### src/rtl/l1ci_axi_rd_master_pkg.sv
// Shared AXI read constants and the refill FSM state type
// for the instruction-cache read master.
package l1ci_axi_rd_master_pkg;

  localparam logic [1:0] AXI_BURST_INCR = 2'b01;
  localparam logic [2:0] AXI_SIZE_4B    = 3'b010;

  localparam logic [1:0] AXI_RESP_OKAY   = 2'b00;
  localparam logic [1:0] AXI_RESP_SLVERR = 2'b10;
  localparam logic [1:0] AXI_RESP_DECERR = 2'b11;

  typedef enum logic [1:0] {
    IDLE,
    AR,
    R,
    DONE
  } rd_state_e;

endpackage

### src/rtl/l1ci_axi_rd_master_if.sv
// AXI4 read address and read data channels
// between the refill master and the memory slave.
interface l1ci_axi_rd_master_if #(
  parameter int ID_W = 4
);

  logic [ID_W-1:0] ARID_M;
  logic [31:0]     ARADDR_M;
  logic [3:0]      ARLEN_M;
  logic [2:0]      ARSIZE_M;
  logic [1:0]      ARBURST_M;
  logic            ARVALID_M;
  logic            ARREADY_M;

  logic [ID_W-1:0] RID_M;
  logic [31:0]     RDATA_M;
  logic [1:0]      RRESP_M;
  logic            RLAST_M;
  logic            RVALID_M;
  logic            RREADY_M;

  modport master (
    output ARID_M, ARADDR_M, ARLEN_M,
    output ARSIZE_M, ARBURST_M, ARVALID_M,
    input  ARREADY_M,
    input  RID_M, RDATA_M, RRESP_M,
    input  RLAST_M, RVALID_M,
    output RREADY_M
  );

  modport slave (
    input  ARID_M, ARADDR_M, ARLEN_M,
    input  ARSIZE_M, ARBURST_M, ARVALID_M,
    output ARREADY_M,
    output RID_M, RDATA_M, RRESP_M,
    output RLAST_M, RVALID_M,
    input  RREADY_M
  );

endinterface

### src/rtl/l1ci_axi_rd_master.sv
// Instruction-cache line refill: one AXI4 INCR read burst
// per request, words streamed to the cache as they arrive.
module l1ci_axi_rd_master
  import l1ci_axi_rd_master_pkg::*;
#(
  parameter int ID_W      = 4,
  parameter int MST_ID    = 0,
  parameter int BURST_LEN = 4
) (
  input  logic        clk,
  input  logic        rst,
  input  logic        I_req,
  input  logic [31:0] I_addr,
  input  logic        I_write,
  input  logic [2:0]  I_type,
  output logic [31:0] I_out,
  output logic        I_wait,
  output logic        err_o,
  l1ci_axi_rd_master_if.master axi
);

  localparam int CNT_W = $clog2(BURST_LEN);
  localparam int OFF_W = CNT_W + 2;
  localparam logic [ID_W-1:0]  ID_C   = ID_W'(MST_ID);
  localparam logic [CNT_W-1:0] LAST_C = CNT_W'(BURST_LEN - 1);

  rd_state_e        state_q;
  logic             arvalid_q;
  logic             rready_q;
  logic [31:0]      araddr_q;
  logic [CNT_W-1:0] cnt_q;
  logic             err_q;

  logic beat;
  logic last_beat;
  logic unused_ok;

  assign beat      = (state_q == R) && axi.RVALID_M;
  assign last_beat = (cnt_q == LAST_C);

  assign axi.ARID_M    = ID_C;
  assign axi.ARADDR_M  = araddr_q;
  assign axi.ARLEN_M   = 4'(BURST_LEN - 1);
  assign axi.ARSIZE_M  = AXI_SIZE_4B;
  assign axi.ARBURST_M = AXI_BURST_INCR;
  assign axi.ARVALID_M = arvalid_q;
  assign axi.RREADY_M  = rready_q;

  // No R-side buffer: the beat goes straight to the cache.
  assign I_wait = ~beat;
  assign I_out  = beat ? axi.RDATA_M : 32'h0;
  assign err_o  = err_q;

  assign unused_ok = ^{I_type, I_addr[OFF_W-1:0], axi.RID_M};

  always_ff @(posedge clk) begin
    if (rst) begin
      state_q   <= IDLE;
      arvalid_q <= 1'b0;
      rready_q  <= 1'b0;
      araddr_q  <= 32'h0;
      cnt_q     <= '0;
      err_q     <= 1'b0;
    end else begin
      unique case (state_q)
        IDLE: begin
          if (I_req && I_write) begin
            err_q <= 1'b1;
          end else if (I_req) begin
            state_q   <= AR;
            arvalid_q <= 1'b1;
            araddr_q  <= {I_addr[31:OFF_W], {OFF_W{1'b0}}};
            cnt_q     <= '0;
          end
        end
        AR: begin
          if (axi.ARREADY_M) begin
            arvalid_q <= 1'b0;
            rready_q  <= 1'b1;
            state_q   <= R;
          end
        end
        R: begin
          if (axi.RVALID_M) begin
            cnt_q <= cnt_q + 1'b1;
            if (axi.RRESP_M != AXI_RESP_OKAY)
              err_q <= 1'b1;
            // RLAST must coincide with the final counted beat.
            if (axi.RLAST_M != last_beat)
              err_q <= 1'b1;
            if (axi.RLAST_M) begin
              rready_q <= 1'b0;
              state_q  <= DONE;
            end
          end
        end
        DONE: state_q <= IDLE;
        default: state_q <= IDLE;
      endcase
    end
  end

endmodule

### src/flat_wrapper.sv
// flat-port wrapper written by rule: the top's interface ports become plain ports
module l1ci_axi_rd_master_flat import l1ci_axi_rd_master_pkg::*;
#(
  parameter int ID_W      = 4,
  parameter int MST_ID    = 0,
  parameter int BURST_LEN = 4
)
  (clk, rst, I_req, I_addr, I_write, I_type, I_out, I_wait, err_o, axi_ARID_M, axi_ARADDR_M, axi_ARLEN_M, axi_ARSIZE_M, axi_ARBURST_M, axi_ARVALID_M, axi_ARREADY_M, axi_RID_M, axi_RDATA_M, axi_RRESP_M, axi_RLAST_M, axi_RVALID_M, axi_RREADY_M);
  l1ci_axi_rd_master_if #(.ID_W(ID_W)) axi_i ();
  input  logic clk;
  input  logic rst;
  input  logic I_req;
  input  logic [31:0] I_addr;
  input  logic I_write;
  input  logic [2:0] I_type;
  output logic [31:0] I_out;
  output logic I_wait;
  output logic err_o;
  output wire logic [$bits(axi_i.ARID_M)-1:0] axi_ARID_M;
  output wire logic [$bits(axi_i.ARADDR_M)-1:0] axi_ARADDR_M;
  output wire logic [$bits(axi_i.ARLEN_M)-1:0] axi_ARLEN_M;
  output wire logic [$bits(axi_i.ARSIZE_M)-1:0] axi_ARSIZE_M;
  output wire logic [$bits(axi_i.ARBURST_M)-1:0] axi_ARBURST_M;
  output wire logic [$bits(axi_i.ARVALID_M)-1:0] axi_ARVALID_M;
  input wire logic [$bits(axi_i.ARREADY_M)-1:0] axi_ARREADY_M;
  input wire logic [$bits(axi_i.RID_M)-1:0] axi_RID_M;
  input wire logic [$bits(axi_i.RDATA_M)-1:0] axi_RDATA_M;
  input wire logic [$bits(axi_i.RRESP_M)-1:0] axi_RRESP_M;
  input wire logic [$bits(axi_i.RLAST_M)-1:0] axi_RLAST_M;
  input wire logic [$bits(axi_i.RVALID_M)-1:0] axi_RVALID_M;
  output wire logic [$bits(axi_i.RREADY_M)-1:0] axi_RREADY_M;
  assign axi_ARID_M = axi_i.ARID_M;
  assign axi_ARADDR_M = axi_i.ARADDR_M;
  assign axi_ARLEN_M = axi_i.ARLEN_M;
  assign axi_ARSIZE_M = axi_i.ARSIZE_M;
  assign axi_ARBURST_M = axi_i.ARBURST_M;
  assign axi_ARVALID_M = axi_i.ARVALID_M;
  assign axi_i.ARREADY_M = axi_ARREADY_M;
  assign axi_i.RID_M = axi_RID_M;
  assign axi_i.RDATA_M = axi_RDATA_M;
  assign axi_i.RRESP_M = axi_RRESP_M;
  assign axi_i.RLAST_M = axi_RLAST_M;
  assign axi_i.RVALID_M = axi_RVALID_M;
  assign axi_RREADY_M = axi_i.RREADY_M;
  l1ci_axi_rd_master #(.ID_W(ID_W), .MST_ID(MST_ID), .BURST_LEN(BURST_LEN)) u_core (.clk(clk), .rst(rst), .I_req(I_req), .I_addr(I_addr), .I_write(I_write), .I_type(I_type), .I_out(I_out), .I_wait(I_wait), .err_o(err_o), .axi(axi_i));
endmodule
### config.mk
export PLATFORM = sky130hd
export DESIGN_NAME = l1ci_axi_rd_master_flat
export DESIGN_NICKNAME = d
export VERILOG_FILES = /design/src/rtl/l1ci_axi_rd_master_pkg.sv /design/src/rtl/l1ci_axi_rd_master_if.sv /design/src/rtl/l1ci_axi_rd_master.sv /design/src/flat_wrapper.sv
export SDC_FILE = /design/constraint.sdc
export NUM_CORES = 1
export LEC_CHECK = 0
export CAP_MARGIN = 20
export CORE_ASPECT_RATIO = 0.9
export CORE_MARGIN = 5
export CORE_UTILIZATION = 31
export CTS_CLUSTER_SIZE = 24
export DETAILED_ROUTE_END_ITERATION = 6
export PLACE_DENSITY_LB_ADDON = 0.3
export SETUP_SLACK_MARGIN = 0.05
export SLEW_MARGIN = 0
export SYNTH_ARGS = -nofsm -noshare
export SYNTH_HDL_FRONTEND = slang
export SYNTH_SLANG_ARGS = --single-unit
### constraint.sdc
create_clock -name clk -period 2.3 [get_ports clk]
set_clock_uncertainty 0.15 [all_clocks]
set_input_delay 0.46 -clock clk [delete_from_list [all_inputs] [get_ports clk]]
set_output_delay 0.46 -clock clk [all_outputs]
set_load 0.01 [all_outputs]
* Word level (Yosys, flattened, before mapping)
Cells that the tools add are included.
** Operators by class
- $add $sub $neg :: 1
- $mul :: 0
- Divide/modulo/power cells :: 0
- Order comparisons :: 0
- Eq/ne operators :: 12
- Shifts and indexed selects :: 0
- Multiplexer cells :: 24
- Bitwise operators :: 2
- Reduce and logical (&&, ||, !) cells :: 13
** Operator list (number)
- two-way mux 32 bit :: 1
- two-way mux 2 bit :: 8
- AND reduction 4 bit :: 4
- two-way mux 1 bit :: 10
- inequality test 2 bit, second input constant :: 5
- one-hot mux 2 bit (4 select lines) :: 1
- nonzero test 2 bit :: 4
- equality test 2 bit, second input constant :: 3
- one-hot mux 1 bit (2 select lines) :: 3
- AND reduction 5 bit :: 1
- one-hot mux 2 bit (2 select lines) :: 1
- inequality test 3 bit, second input constant :: 1
- AND reduction 3 bit :: 1
- adder 2 x 1 -> 2 bit, second input constant :: 1
- equality test 2 x 1 -> 1 bit, second input constant :: 1
- logical AND 1 bit :: 2
- zero test 2 bit :: 1
- inequality test 2 x 1 -> 1 bit, second input constant :: 1
- inverter 1 bit :: 2
- inequality test 1 bit :: 1
** Storage, ports and cells
- Flip-flop bits (word level) :: 35
- Bits in latches :: 0
- Memory bits (writable) :: 0
- ROM bits :: 0
- Bits of input ports :: 80
- Word-level logic and storage cells :: 58
- Memories :: 0

* Longest topological paths before layout
- Depth after elaboration :: 5
- Depth in mapped cells :: 7

* Least setup slack after synthesis
OpenSTA, ideal clock, no wires.
- Path type :: register -> output
- Start :: reg u_core.state_q[0]
- End :: out I_out[10]
- Arrival time :: 1.272 ns
- Required time :: 1.690 ns
- Path slack :: 0.418 ns
- Stages on the path, launching flop included :: 6
- Path buffers :: 2
- Cell sequence :: dfxtp_1 inv_1 ha_1 clkbuf_1 clkbuf_1 and3_1
** On the way
- Longest elaborated chain between the ends :: 3
** Ends and longest elaborated chain
- from (decl) :: line l1ci_axi_rd_master.sv:27 : rd_state_e state_q;
- from (signal assigned) :: line l1ci_axi_rd_master.sv:58 : state_q <= IDLE;
- from (signal assigned) :: line l1ci_axi_rd_master.sv:70 : state_q <= AR;
- from (signal assigned) :: line l1ci_axi_rd_master.sv:80 : state_q <= R;
- equality test 2 bit :: line l1ci_axi_rd_master.sv:38 : assign beat = (state_q == R) && axi.RVALID_M;
- logical AND 1 bit :: line l1ci_axi_rd_master.sv:38
- two-way mux 32 bit :: line l1ci_axi_rd_master.sv:51 : assign I_out = beat ? axi.RDATA_M : 32'h0;
- to (decl) :: line flat_wrapper.sv:16 : output logic [31:0] I_out;
Every way passes these cells.

* Worst setup path after layout
- Start :: reg u_core.state_q[0]
- End :: out I_out[2]
Same word-level chain as after synthesis.

==> summary.txt <==
STA
  • Post-route clock period utilization: about nine tenths
  • Final Max Slew Viols: 0
  • Final Hold Violating Endpoints: 0
  • Min Tclk post-route: 2099 ps
  • RSZ-0062 raised after global routing: no
  • Setup violators final: 0
  • Final setup TNS: 0 ps
  • Fmax: roughly 0.48 GHz

Synthesis
  • Synthesis-stage register bit count: 35
  • Ys Warns: 0
  • Number of distinct library cells after synthesis: 32
  • EDFF count, synth: 0
  • Ys flop type: dfxtp_1
  • Synth top cells by count: nand2_1, dfxtp_1, and3_1
  • Synthesized instance count: 227
  • Area of the mapped netlist: about 1800 um2
  • Synth area leader: dfxtp_1
  • Count leader, synth: nand2_1
  • Asr flop ratio synth: 0%
  • Area contributors post-synth: dfxtp_1, nand2_1, and3_1
  • Syn avg cell area: 7.794 um2
  • Register area share after synthesis: 39.60%
  • Synth top area share: 39.60%

Pwr
  • Sw Pwr: between 700 and 800 uW
  • Pwr Density: 705.0 nW/um2
  • Peak supply drop: approximately 0.00037 V
  • Combinational share of power: a little under half
  • Int Pwr: 1508 uW
  • Sw frac: around 33%
  • Share of total power in the clock network: 21.0%
  • Lkg Pwr: between 0.001 and 0.0015 uW
  • Sequential share of power: about a third

Die
  • Core area: 5595 um2
  • Die Height: between 80 and 90 um
  • Die area: 7320 um2
  • Die width: between 80 and 90 um
  • Starting density of the core: a little under a third
  • Row count: 26
  • I/O pin cnt: 161

Placement
  • Post-detail-place hpwl: 4519 um
  • Placed cells: 419
  • Final RePlAce weighted congestion: between 0.7 and 0.8
  • Buffers on Ports: 132

Route
  • Routed WL per cell: 13.56 um
  • DR DRC count: 0
  • Initial DRT Pass Iterations: 4
  • Routed vias: 1898
  • Final WL: 5792 um
  • ANT nets after route: 0
  • Vias per cell: about 4.4
  • DRT iter0 DRCs: 107

Critical path
  • CP Class: flip-flop to primary output
  • Worst Path Max Fanout: 31
  • CP Launch Type: flip-flop
  • CP Data Required Time: 1690 ps
  • R2R depth: 5
  • Crit path DAT: 1490 ps
  • Critical path endpoint category: primary output

CTS
  • Clock buffer count from CTS: 5
  • Clock Path Buffers: 2
  • Num Clock Sinks: 35
  • H-tree levels: 2
  • Clk root buf: clkbuf_8
  • Worst-path clk slew: 60 ps
  • Hold-fix buffers, CTS: 0
  • Later-pin clock latency in the skew report: 270 ps
  • CTS tree: done

Final layout
  • Layout cells sized above 1: 5.602%
  • Area grow syn2layout: 80.55%
  • Fillers: around 540
  • FF+latch area: 700.7 um2
  • Multi-input gate area: 927.1 um2
  • Non-filler cells, final: between 400 and 500
  • # diodes: 0
  • Final net count: ~440

Global route
  • Number of global-route vias before repair: 1735
  • First-pass GRT wire length: 8680 um
  • Overall routing resource usage: 14.96%
  • Largest net degree at the start of global routing: 32
  • Initial antenna violation count: 0
  • Gr ovfl total: 0

Min path
  • Hold Path Cell Cnt: 2
  • Worst Hold Class: flip-flop to flip-flop

Flow run
  • # Max-Cap Violations: 0

Run status
  • Status: finished, final reports clean
[registers in the layout, indices dropped and copies added, names as in the netlist]
register / count
u_core.axi.ARVALID_M: 1
u_core.cnt_q: 2
u_core.axi.ARADDR_M: 28
u_core.axi.RREADY_M: 1
u_core.err_o: 1
u_core.state_q: 2
[stage by stage]
step           power [uW]  hold WS, ps  setup slack, ps  util (%)  cell area, um2
2_1_floorplan        1315        301.5            417.8         -            1826
3_3_place_gp         1812        290.7           -187.7     55.84            3124
3_5_place_dp         1831        296.2           -240.8     55.84            3124
4_1_cts              2288        305.4            173.3     57.09            3194
5_1_grt              2410        320.0            104.7     57.09            3194
6_report             2252        302.7            201.5     57.09            3194
[critical path, cell delays in order (launching register included)]
cell,delay (ps)
dfxtp_1,360
inv_2,70
ha_4,170
buf_12,150
and3_1,180
dlygate4sd2_1,290
[layout make-up]
cell class                      count  share of cell area (%)
Clock buffer                        8                   3.134
Inverter                            4                  0.4700
Multi-Input combinational cell    170                   29.02
Sequential cell                    35                   21.94
Tap cell                           70                   2.742
Timing Repair Buffer              140                   42.69
[final timing paths]
path                            from                 endpoint  slack [ps]
max                u_core.state_q[0]                 I_out[2]         200
min          u_core.axi.ARADDR_M[15]  u_core.axi.ARADDR_M[15]         300
max reg2reg        u_core.state_q[1]        u_core.state_q[0]         450
min reg2reg  u_core.axi.ARADDR_M[15]  u_core.axi.ARADDR_M[15]         300
[power by group through the flow]
stage	Combinational (uW)	Sequential [uW]	Clock, uW
detailed placement	1060	774	0
floorplan	510	805	0
global placement	1040	767	0
CTS	1030	766	495
finish	1020	764	472
global route	1110	781	517
[per-layer routing]
layer	vias up	part of all wire, %	track usage, %
li1	989	-	-
met1	854	42	19.35
met2	55	51	25.51
met3	0	7.1	3.811
met4	0	0	2.232
met5	-	0	0
[cell families after synthesis]
logic type | synth area share (%)
muxes | 1.132
and+or+nand+nor | 29.21
buffers and inverters | 11.88
AOI/OAI and AO/OA | 13.72
xor gates and xnor gates | 0.4951
DFF | 39.60
other | 0.4245
adders and majority gates | 3.536
[what timing repair did]
action                     in CTS  in global routing
setup endpoints to repair      33                  0
resized for setup              37                  0
buffers inserted                0                  0
[layout by cell type (no fill, tap or decap)]
| cell type | instances |
|---|---|
| conb_1 | 17 |
| buf_12 | 2 |
| o21a_1 | 1 |
| and2b_4 | 1 |
| nor3b_1 | 1 |
| and3_1 | 33 |
| nand3b_1 | 2 |
| clkdlybuf4s50_1 | 98 |
| dlygate4sd2_1 | 34 |
| clkbuf_8 | 7 |
| or2_2 | 1 |
| and3b_1 | 1 |
| a21boi_0 | 2 |
| o21ai_0 | 1 |
| nor4_2 | 1 |
| or4_1 | 1 |
| clkbuf_1 | 1 |
| nor2b_1 | 1 |
| nand3_1 | 1 |
| or3_1 | 1 |
| buf_4 | 6 |
| inv_2 | 1 |
| nand2_1 | 59 |
| o41ai_1 | 2 |
| o221a_1 | 1 |
| inv_1 | 2 |
| ha_1 | 4 |
| mux2i_1 | 2 |
| dfxtp_1 | 35 |
| a311oi_1 | 1 |
| a21oi_1 | 30 |
| xnor2_1 | 1 |
| o211a_1 | 1 |
| ha_4 | 1 |
| o311ai_0 | 2 |
| nor2_1 | 1 |
| clkinv_1 | 1 |
Note: power is estimated with default switching activity, not from simulation.
